===== config.mk =====
export PLATFORM = sky130hd
export DESIGN_NAME = seg7_bin_display
export DESIGN_NICKNAME = d
export VERILOG_FILES = /design/src/rtl/seg7_pkg.sv /design/src/rtl/seg7_hex_decoder.sv /design/src/rtl/seg7_bin_display.sv
export SDC_FILE = /design/constraint.sdc
export NUM_CORES = 1
export LEC_CHECK = 0
export CORE_UTILIZATION = 60
export DETAILED_ROUTE_END_ITERATION = 7
export PLACE_DENSITY = 0.84
export SETUP_SLACK_MARGIN = 0.4
export SLEW_MARGIN = 20
export SYNTH_ARGS = -nofsm -noshare
export SYNTH_HDL_FRONTEND = slang
export SYNTH_SLANG_ARGS = --single-unit

===== constraint.sdc =====
create_clock -name clk -period 7.8 [get_ports clk]
set_input_delay 1.56 -clock clk [delete_from_list [all_inputs] [get_ports clk]]
set_output_delay 1.56 -clock clk [all_outputs]
set_load 0.01 [all_outputs]

===== src/rtl/seg7_pkg.sv =====
// Shared definitions for the binary-to-seven-segment display: FSM states,
// active-low segment patterns (bit order g..a) and the decimal range helper.
package seg7_pkg;

   localparam int MAX_DIGITS = 6;

   typedef enum logic [1:0] {
      IDLE    = 2'd0,
      CONVERT = 2'd1,
      DONE    = 2'd2
   } seg7_state_t;

   localparam logic [6:0] SEG_0     = 7'b1000000;
   localparam logic [6:0] SEG_1     = 7'b1111001;
   localparam logic [6:0] SEG_2     = 7'b0100100;
   localparam logic [6:0] SEG_3     = 7'b0110000;
   localparam logic [6:0] SEG_4     = 7'b0011001;
   localparam logic [6:0] SEG_5     = 7'b0010010;
   localparam logic [6:0] SEG_6     = 7'b0000010;
   localparam logic [6:0] SEG_7     = 7'b1111000;
   localparam logic [6:0] SEG_8     = 7'b0000000;
   localparam logic [6:0] SEG_9     = 7'b0010000;
   localparam logic [6:0] SEG_A     = 7'b0001000;
   localparam logic [6:0] SEG_B     = 7'b0000011;
   localparam logic [6:0] SEG_C     = 7'b1000110;
   localparam logic [6:0] SEG_D     = 7'b0100001;
   localparam logic [6:0] SEG_E     = 7'b0000110;
   localparam logic [6:0] SEG_F     = 7'b0001110;
   localparam logic [6:0] SEG_BLANK = 7'b1111111;
   localparam logic [6:0] SEG_DASH  = 7'b0111111;

   // Largest value representable in n decimal digits (10^n - 1).
   function automatic logic [31:0] pow10_minus1(input int n);
      logic [31:0] p;
      p = 32'd1;
      for (int i = 0; i < n; i++) begin
         p = p * 32'd10;
      end
      return p - 32'd1;
   endfunction

endpackage


===== src/rtl/seg7_hex_decoder.sv =====
// Combinational nibble to active-low seven-segment pattern (bit order g..a).
module seg7_hex_decoder
   import seg7_pkg::*;
(
   input  logic [3:0] nibble_i,
   output logic [6:0] seg_o
);

   always_comb begin
      seg_o = SEG_BLANK;
      case (nibble_i)
         4'h0: seg_o = SEG_0;
         4'h1: seg_o = SEG_1;
         4'h2: seg_o = SEG_2;
         4'h3: seg_o = SEG_3;
         4'h4: seg_o = SEG_4;
         4'h5: seg_o = SEG_5;
         4'h6: seg_o = SEG_6;
         4'h7: seg_o = SEG_7;
         4'h8: seg_o = SEG_8;
         4'h9: seg_o = SEG_9;
         4'hA: seg_o = SEG_A;
         4'hB: seg_o = SEG_B;
         4'hC: seg_o = SEG_C;
         4'hD: seg_o = SEG_D;
         4'hE: seg_o = SEG_E;
         4'hF: seg_o = SEG_F;
         default: seg_o = SEG_BLANK;
      endcase
   end

endmodule


===== src/rtl/seg7_bin_display.sv =====
// Binary to multi-digit seven-segment display: sequential double-dabble for
// decimal, direct nibble mapping for hex, with overflow dashes and blanking.
module seg7_bin_display
   import seg7_pkg::*;
#(
   parameter int NUM_DIGITS    = 4,
   parameter int BIN_WIDTH     = 14,
   parameter int BLANK_LEADING = 1
) (
   input  logic                    clk,
   input  logic                    reset_n,
   input  logic [BIN_WIDTH-1:0]    in_value,
   input  logic                    in_hex,
   input  logic                    in_valid,
   output logic                    in_ready,
   output logic [NUM_DIGITS*7-1:0] hex_out,
   output logic                    out_valid,
   output logic                    overflow
);

   localparam int          BCD_W     = 4 * NUM_DIGITS;
   localparam int          CNT_W     = $clog2(BIN_WIDTH + 1);
   localparam logic [31:0] DEC_MAX   = pow10_minus1(NUM_DIGITS);
   localparam logic [31:0] HEX_LIMIT = 32'd1 << BCD_W;

   if (NUM_DIGITS < 1 || NUM_DIGITS > MAX_DIGITS) begin : g_bad_digits
      $error("seg7_bin_display: NUM_DIGITS must be in 1..%0d", MAX_DIGITS);
   end
   if (BIN_WIDTH < 4 || BIN_WIDTH > 20) begin : g_bad_width
      $error("seg7_bin_display: BIN_WIDTH must be in 4..20");
   end
   if (BLANK_LEADING != 0 && BLANK_LEADING != 1) begin : g_bad_blank
      $error("seg7_bin_display: BLANK_LEADING must be 0 or 1");
   end

   seg7_state_t             state_q, state_d;
   logic [BIN_WIDTH-1:0]    shift_q, shift_d;
   logic [BCD_W-1:0]        bcd_q, bcd_d;
   logic [CNT_W-1:0]        cnt_q, cnt_d;
   logic                    ovf_pend_q, ovf_pend_d;
   logic [NUM_DIGITS*7-1:0] hex_out_q, hex_out_d;
   logic                    ovf_q, ovf_d;

   logic [31:0]             value_ext;
   logic                    dec_ovf, hex_ovf, accept;
   logic [BCD_W-1:0]        bcd_adj, bcd_step, digit_src;
   logic                    load_out, final_ovf;
   logic [NUM_DIGITS-1:0]   blank_digit;
   logic                    nz_above;
   logic [NUM_DIGITS*7-1:0] seg_raw, seg_final;

   assign value_ext = 32'(in_value);
   assign dec_ovf   = (value_ext > DEC_MAX);
   assign hex_ovf   = (value_ext >= HEX_LIMIT);
   assign accept    = in_valid && in_ready;

   // Double-dabble step: correct every BCD digit >= 5, then shift in the next bit.
   for (genvar gi = 0; gi < NUM_DIGITS; gi++) begin : g_adj
      assign bcd_adj[4*gi +: 4] = (bcd_q[4*gi +: 4] >= 4'd5) ? (bcd_q[4*gi +: 4] + 4'd3)
                                                              : bcd_q[4*gi +: 4];
   end
   assign bcd_step = (bcd_adj << 1) | BCD_W'(shift_q[BIN_WIDTH-1]);

   always_comb begin
      state_d    = state_q;
      shift_d    = shift_q;
      bcd_d      = bcd_q;
      cnt_d      = cnt_q;
      ovf_pend_d = ovf_pend_q;
      load_out   = 1'b0;
      final_ovf  = ovf_pend_q;
      digit_src  = bcd_step;
      case (state_q)
         IDLE: begin
            if (accept) begin
               if (in_hex) begin
                  state_d   = DONE;
                  load_out  = 1'b1;
                  final_ovf = hex_ovf;
                  digit_src = value_ext[BCD_W-1:0];
               end else begin
                  state_d    = CONVERT;
                  shift_d    = in_value;
                  bcd_d      = '0;
                  cnt_d      = '0;
                  ovf_pend_d = dec_ovf;
               end
            end
         end
         CONVERT: begin
            shift_d = shift_q << 1;
            bcd_d   = bcd_step;
            cnt_d   = cnt_q + CNT_W'(1);
            // Final step: the fully converted digits go straight to the output register.
            if (cnt_q == CNT_W'(BIN_WIDTH - 1)) begin
               state_d  = DONE;
               load_out = 1'b1;
            end
         end
         DONE: begin
            state_d = IDLE;
         end
         default: begin
            state_d = IDLE;
         end
      endcase
   end

   // A digit is blanked when it and every digit above it are zero; digit 0 never is.
   always_comb begin
      nz_above    = 1'b0;
      blank_digit = '0;
      for (int k = NUM_DIGITS - 1; k >= 0; k--) begin
         blank_digit[k] = (BLANK_LEADING == 1) && (k != 0) && !nz_above
                          && (digit_src[4*k +: 4] == 4'd0);
         if (digit_src[4*k +: 4] != 4'd0) begin
            nz_above = 1'b1;
         end
      end
   end

   for (genvar gi = 0; gi < NUM_DIGITS; gi++) begin : g_digit
      seg7_hex_decoder u_dec (
         .nibble_i (digit_src[4*gi +: 4]),
         .seg_o    (seg_raw[7*gi +: 7])
      );
      assign seg_final[7*gi +: 7] = final_ovf        ? SEG_DASH  :
                                    blank_digit[gi]  ? SEG_BLANK :
                                                       seg_raw[7*gi +: 7];
   end

   assign hex_out_d = load_out ? seg_final : hex_out_q;
   assign ovf_d     = load_out ? final_ovf : ovf_q;

   always_ff @(posedge clk or negedge reset_n) begin
      if (!reset_n) begin
         state_q    <= IDLE;
         shift_q    <= '0;
         bcd_q      <= '0;
         cnt_q      <= '0;
         ovf_pend_q <= 1'b0;
         hex_out_q  <= '1;
         ovf_q      <= 1'b0;
      end else begin
         state_q    <= state_d;
         shift_q    <= shift_d;
         bcd_q      <= bcd_d;
         cnt_q      <= cnt_d;
         ovf_pend_q <= ovf_pend_d;
         hex_out_q  <= hex_out_d;
         ovf_q      <= ovf_d;
      end
   end

   assign in_ready  = (state_q == IDLE);
   assign out_valid = (state_q == DONE);
   assign hex_out   = hex_out_q;
   assign overflow  = ovf_q;

endmodule


==> impl_metrics.ini <==
[cts]
cts.sinks = 66
clk_pin_slew_worst_paths_ns = 0.08
htreeDepth = 3
insertion_delay_ns = 0.35
postCtsHoldBufs = 0
tritoncts = done
cts.repair.resized = 0
postCtsSetupRepairBufs = 0
cts-root-buf = clkbuf_8
ctsLongestPathBuffers = 2
cts_buffers = 9

[sta]
layout_setup_ws_ns = 3.497
fmax_ghz = 0.2324
setup_viol = 0
final-max-slew-violation-count = 0
hold_viol = 0
slew_headroom_pct = 37.84
layout_worst_path_cycle_share_pct = 55.16
worst_slew_pin_slew_ns = 0.9245
skew_ns = 0.007574
grt_setup_unrepaired = false
setup_tns_ns = 0
period_needed_ns = 4.303

[power_and_ir_drop]
p_leak_nw = 2.218
switchingPower_mw = 1.201
vdd_drop_max_mv = 0.2519
clkPwrFrac_pct = 13.7
combPwrFrac_pct = 60.5
power.density_mw_per_mm2 = 502.6
p_int_mw = 1.423
seq_power_share_pct = 25.8
switching_share_pct = 45.77

[global_routing]
grt.overflow.total = 0
grt_pass1_vias = 3865
grt_pass1_wl_um = 18470
grt_usage_pct = 31.47
antenna_found_initial = 0
grt_max_degree = 67

[synthesis]
synth-edff-count = 0
avgSynthCellArea_um2 = 8.848
synth.distinct_cells = 74
ys_top_cells_by_count = nand2_1 (62), nor2_1 (41), o21ai_0 (41)
synth_area_leaders = dfrtp_1 (21%), dfstp_2 (16%), ha_1 (7.8%), nand2_1 (5.2%), o21ai_0 (4.6%)
synth.yosys.seq_area_share_pct = 37.75
syn-cell-area_mm2 = 0.004468
syn_nets = 551
yosysTopAreaCell = dfrtp_1
async_flop_share_pct = 100.0
synth_warnings = 0
syn_inst = 505
yosys_register_bits = 66
synth.most_common_cell = nand2_1
synth-main-ff-cell = dfrtp_1
synth_top_area_share_pct = 21.28

[worst_setup_path]
timing.rr.end = hex_out[16]
critPathMaxStageDelay_ns = 0.61
crit_path_start_kind = input port
crit_end = hex_out[16]
r2r-start = bcd_q[12]
path_max_fanout = 34
cp_top_family = compound AO/OA/AOI/OAI gates
worstRegToRegCells = 11
path_class = input port to register
crit_start = in_hex
path_cells = clkdlybuf4s50_1 > and4bb_4 > o31ai_2 > inv_1 > ha_1 > and2_1 > o21ai_0 > o21ai_0 > o32a_1
slowest_stage = o31ai_2
cp_num_buf_inv = 2
cp.required_ns = 8.08
cp_num_cells = 9
arrival_ns = 4.58
cp-end-kind = register
rrSetupSlack_ns = 4.41
crit_path_frequent_cell = o21ai_0

[detailed_routing]
first_pass_iters = 5
wl_per_cell_um = 17.53
viasPerCell = 6.293
drc = 0
drtIter0Drc = 227
vias = 4065
ant_nets = 0
route.final.wire_length_um = 11320

[floorplan]
num_rows = 31
die_y_um = 88.30
ios = 49
die_w_um = 88.30
dieArea_mm2 = 0.007796
core_area_mm2 = 0.007214
start_util_pct = 61.93

[finish]
fin_util_pct = 72.36
layout-drive-gt1-share_pct = 12.80
nNetsFinal = 588
num_antenna_cells = 0
syn2layout_area_growth_pct = 16.83

[outcome]
status = complete, no violations

[place]
portBuffers = 48
dp.final_hpwl_um = 7882
gp_congestion = 0.9490
post-place-ws_ns = 3.217

[min_path]
hold_path.class = register to register

[job]
maxCapViolCount = 0
[metal layers]
metal | wire, um | vias to the layer above | track usage (%) | share of wire, %
li1 | - | 1931 | - | -
met1 | 4833 | 1957 | 39.66 | 43
met2 | 5474 | 143 | 50.42 | 48
met3 | 613 | 34 | 6.623 | 5.4
met4 | 403 | 0 | 17.89 | 3.6
met5 | 0 | - | 0 | 0
[layout make-up]
type | count | area, um^2
Fill cell | 525 | 1994
Clock inverter | 7 | 117.6
Tap cell | 99 | 123.9
Inverter | 25 | 93.84
Clock buffer | 9 | 123.9
Sequential cell | 66 | 1687
Timing Repair Buffer | 52 | 505.5
Multi-Input combinational cell | 388 | 2569
[how the worst min path moves through the flow]
stage	startpoint	endpoint	slack [ns]	depth (start not counted)
after global placement	shift_q[1]	shift_q[2]	0.45	2
final	hex_out[27]	hex_out[27]	0.48	2
after detailed placement	hex_out[27]	hex_out[27]	0.47	2
after floorplan	shift_q[0]	shift_q[1]	0.44	2
after global routing	hex_out[27]	hex_out[27]	0.50	2
after CTS	hex_out[27]	hex_out[27]	0.49	2
[layout by cell type (no fill, tap or decap), types with 3 or more instances in the layout]
| master | netlist | routed |
|---|---|---|
| nand2_1 | 62 | 62 |
| clkdlybuf4s50_1 | 0 | 47 |
| o21ai_0 | 41 | 41 |
| nor2_1 | 41 | 41 |
| dfrtp_1 | 38 | 38 |
| ha_1 | 28 | 28 |
| dfstp_2 | 28 | 28 |
| a21oi_1 | 23 | 23 |
| inv_1 | 22 | 22 |
| nand3_1 | 16 | 16 |
| mux2i_1 | 15 | 15 |
| o32a_1 | 11 | 11 |
| nor3_1 | 10 | 10 |
| a31oi_1 | 9 | 9 |
| clkbuf_8 | 0 | 9 |
| nand2b_1 | 8 | 8 |
| a211oi_1 | 8 | 8 |
| o22ai_1 | 7 | 7 |
| or3_1 | 6 | 6 |
| a22oi_1 | 6 | 6 |
| o31ai_1 | 6 | 6 |
| a22o_1 | 5 | 5 |
| nor3b_1 | 4 | 4 |
| nor2b_1 | 4 | 4 |
| a31o_2 | 4 | 4 |
| a21o_1 | 4 | 4 |
| nor4_1 | 4 | 4 |
| buf_4 | 1 | 4 |
| and2_1 | 3 | 3 |
| a41oi_1 | 3 | 3 |
| mux2_2 | 3 | 3 |
| and3_1 | 3 | 3 |
| o211a_1 | 3 | 3 |
| bufinv_16 | 0 | 3 |
[kinds of logic (layout without fill, tap and decap cells)]
logic type | count (synthesis) | after routing | share of synthesized area [%]
fa+ha+maj | 28 | 28 | 7.841
buf+inv | 51 | 93 | 4.845
xor+xnor | 3 | 3 | 0.5882
mux | 18 | 18 | 4.116
flops | 66 | 66 | 37.75
compound gates | 165 | 165 | 26.27
simple gates | 174 | 174 | 18.59
[registers in the layout (all words and copies together) (netlist names)]
| register | flops |
|---|---|
| hex_out | 28 |
| shift_q | 14 |
| state_q | 2 |
| ovf_pend_q | 1 |
| cnt_q | 4 |
| bcd_q | 16 |
| overflow | 1 |
[worst reg2reg max path, cell delays in order (launching register included)]
cell and delay, ns:
dfrtp_1 0.42, inv_1 0.09, ha_1 0.23, nor3b_1 0.28, nor2_1 0.14, o31ai_2 0.56
inv_1 0.17, ha_1 0.29, and2_1 0.16, o21ai_0 0.23, o21ai_0 0.32, o32a_1 0.42
[power groups by stage]
stage               registers, mW  logic, mW  clock network [mW]
global route                0.697       1.75               0.375
floorplan                   0.677       1.10                   0
finish                      0.677       1.59               0.359
CTS                         0.675       1.56               0.359
detailed placement          0.681       1.55                   0
global placement            0.671       1.50                   0
[per-stage QoR]
| step | std cells | hold slack (ns) | instance area (um^2) | total power [mW] |
|---|---|---|---|---|
| global route | 646 | 0.4953 | 5220 | 2.822 |
| detailed placement | 630 | 0.4749 | 4979 | 2.227 |
| global placement | 630 | 0.4539 | 4979 | 2.173 |
| finish | 646 | 0.4808 | 5220 | 2.624 |
| CTS | 646 | 0.4854 | 5220 | 2.598 |
| floorplan | 505 | 0.4391 | 4468 | 1.782 |
No activity file was read; power rests on OpenSTA's default activity.
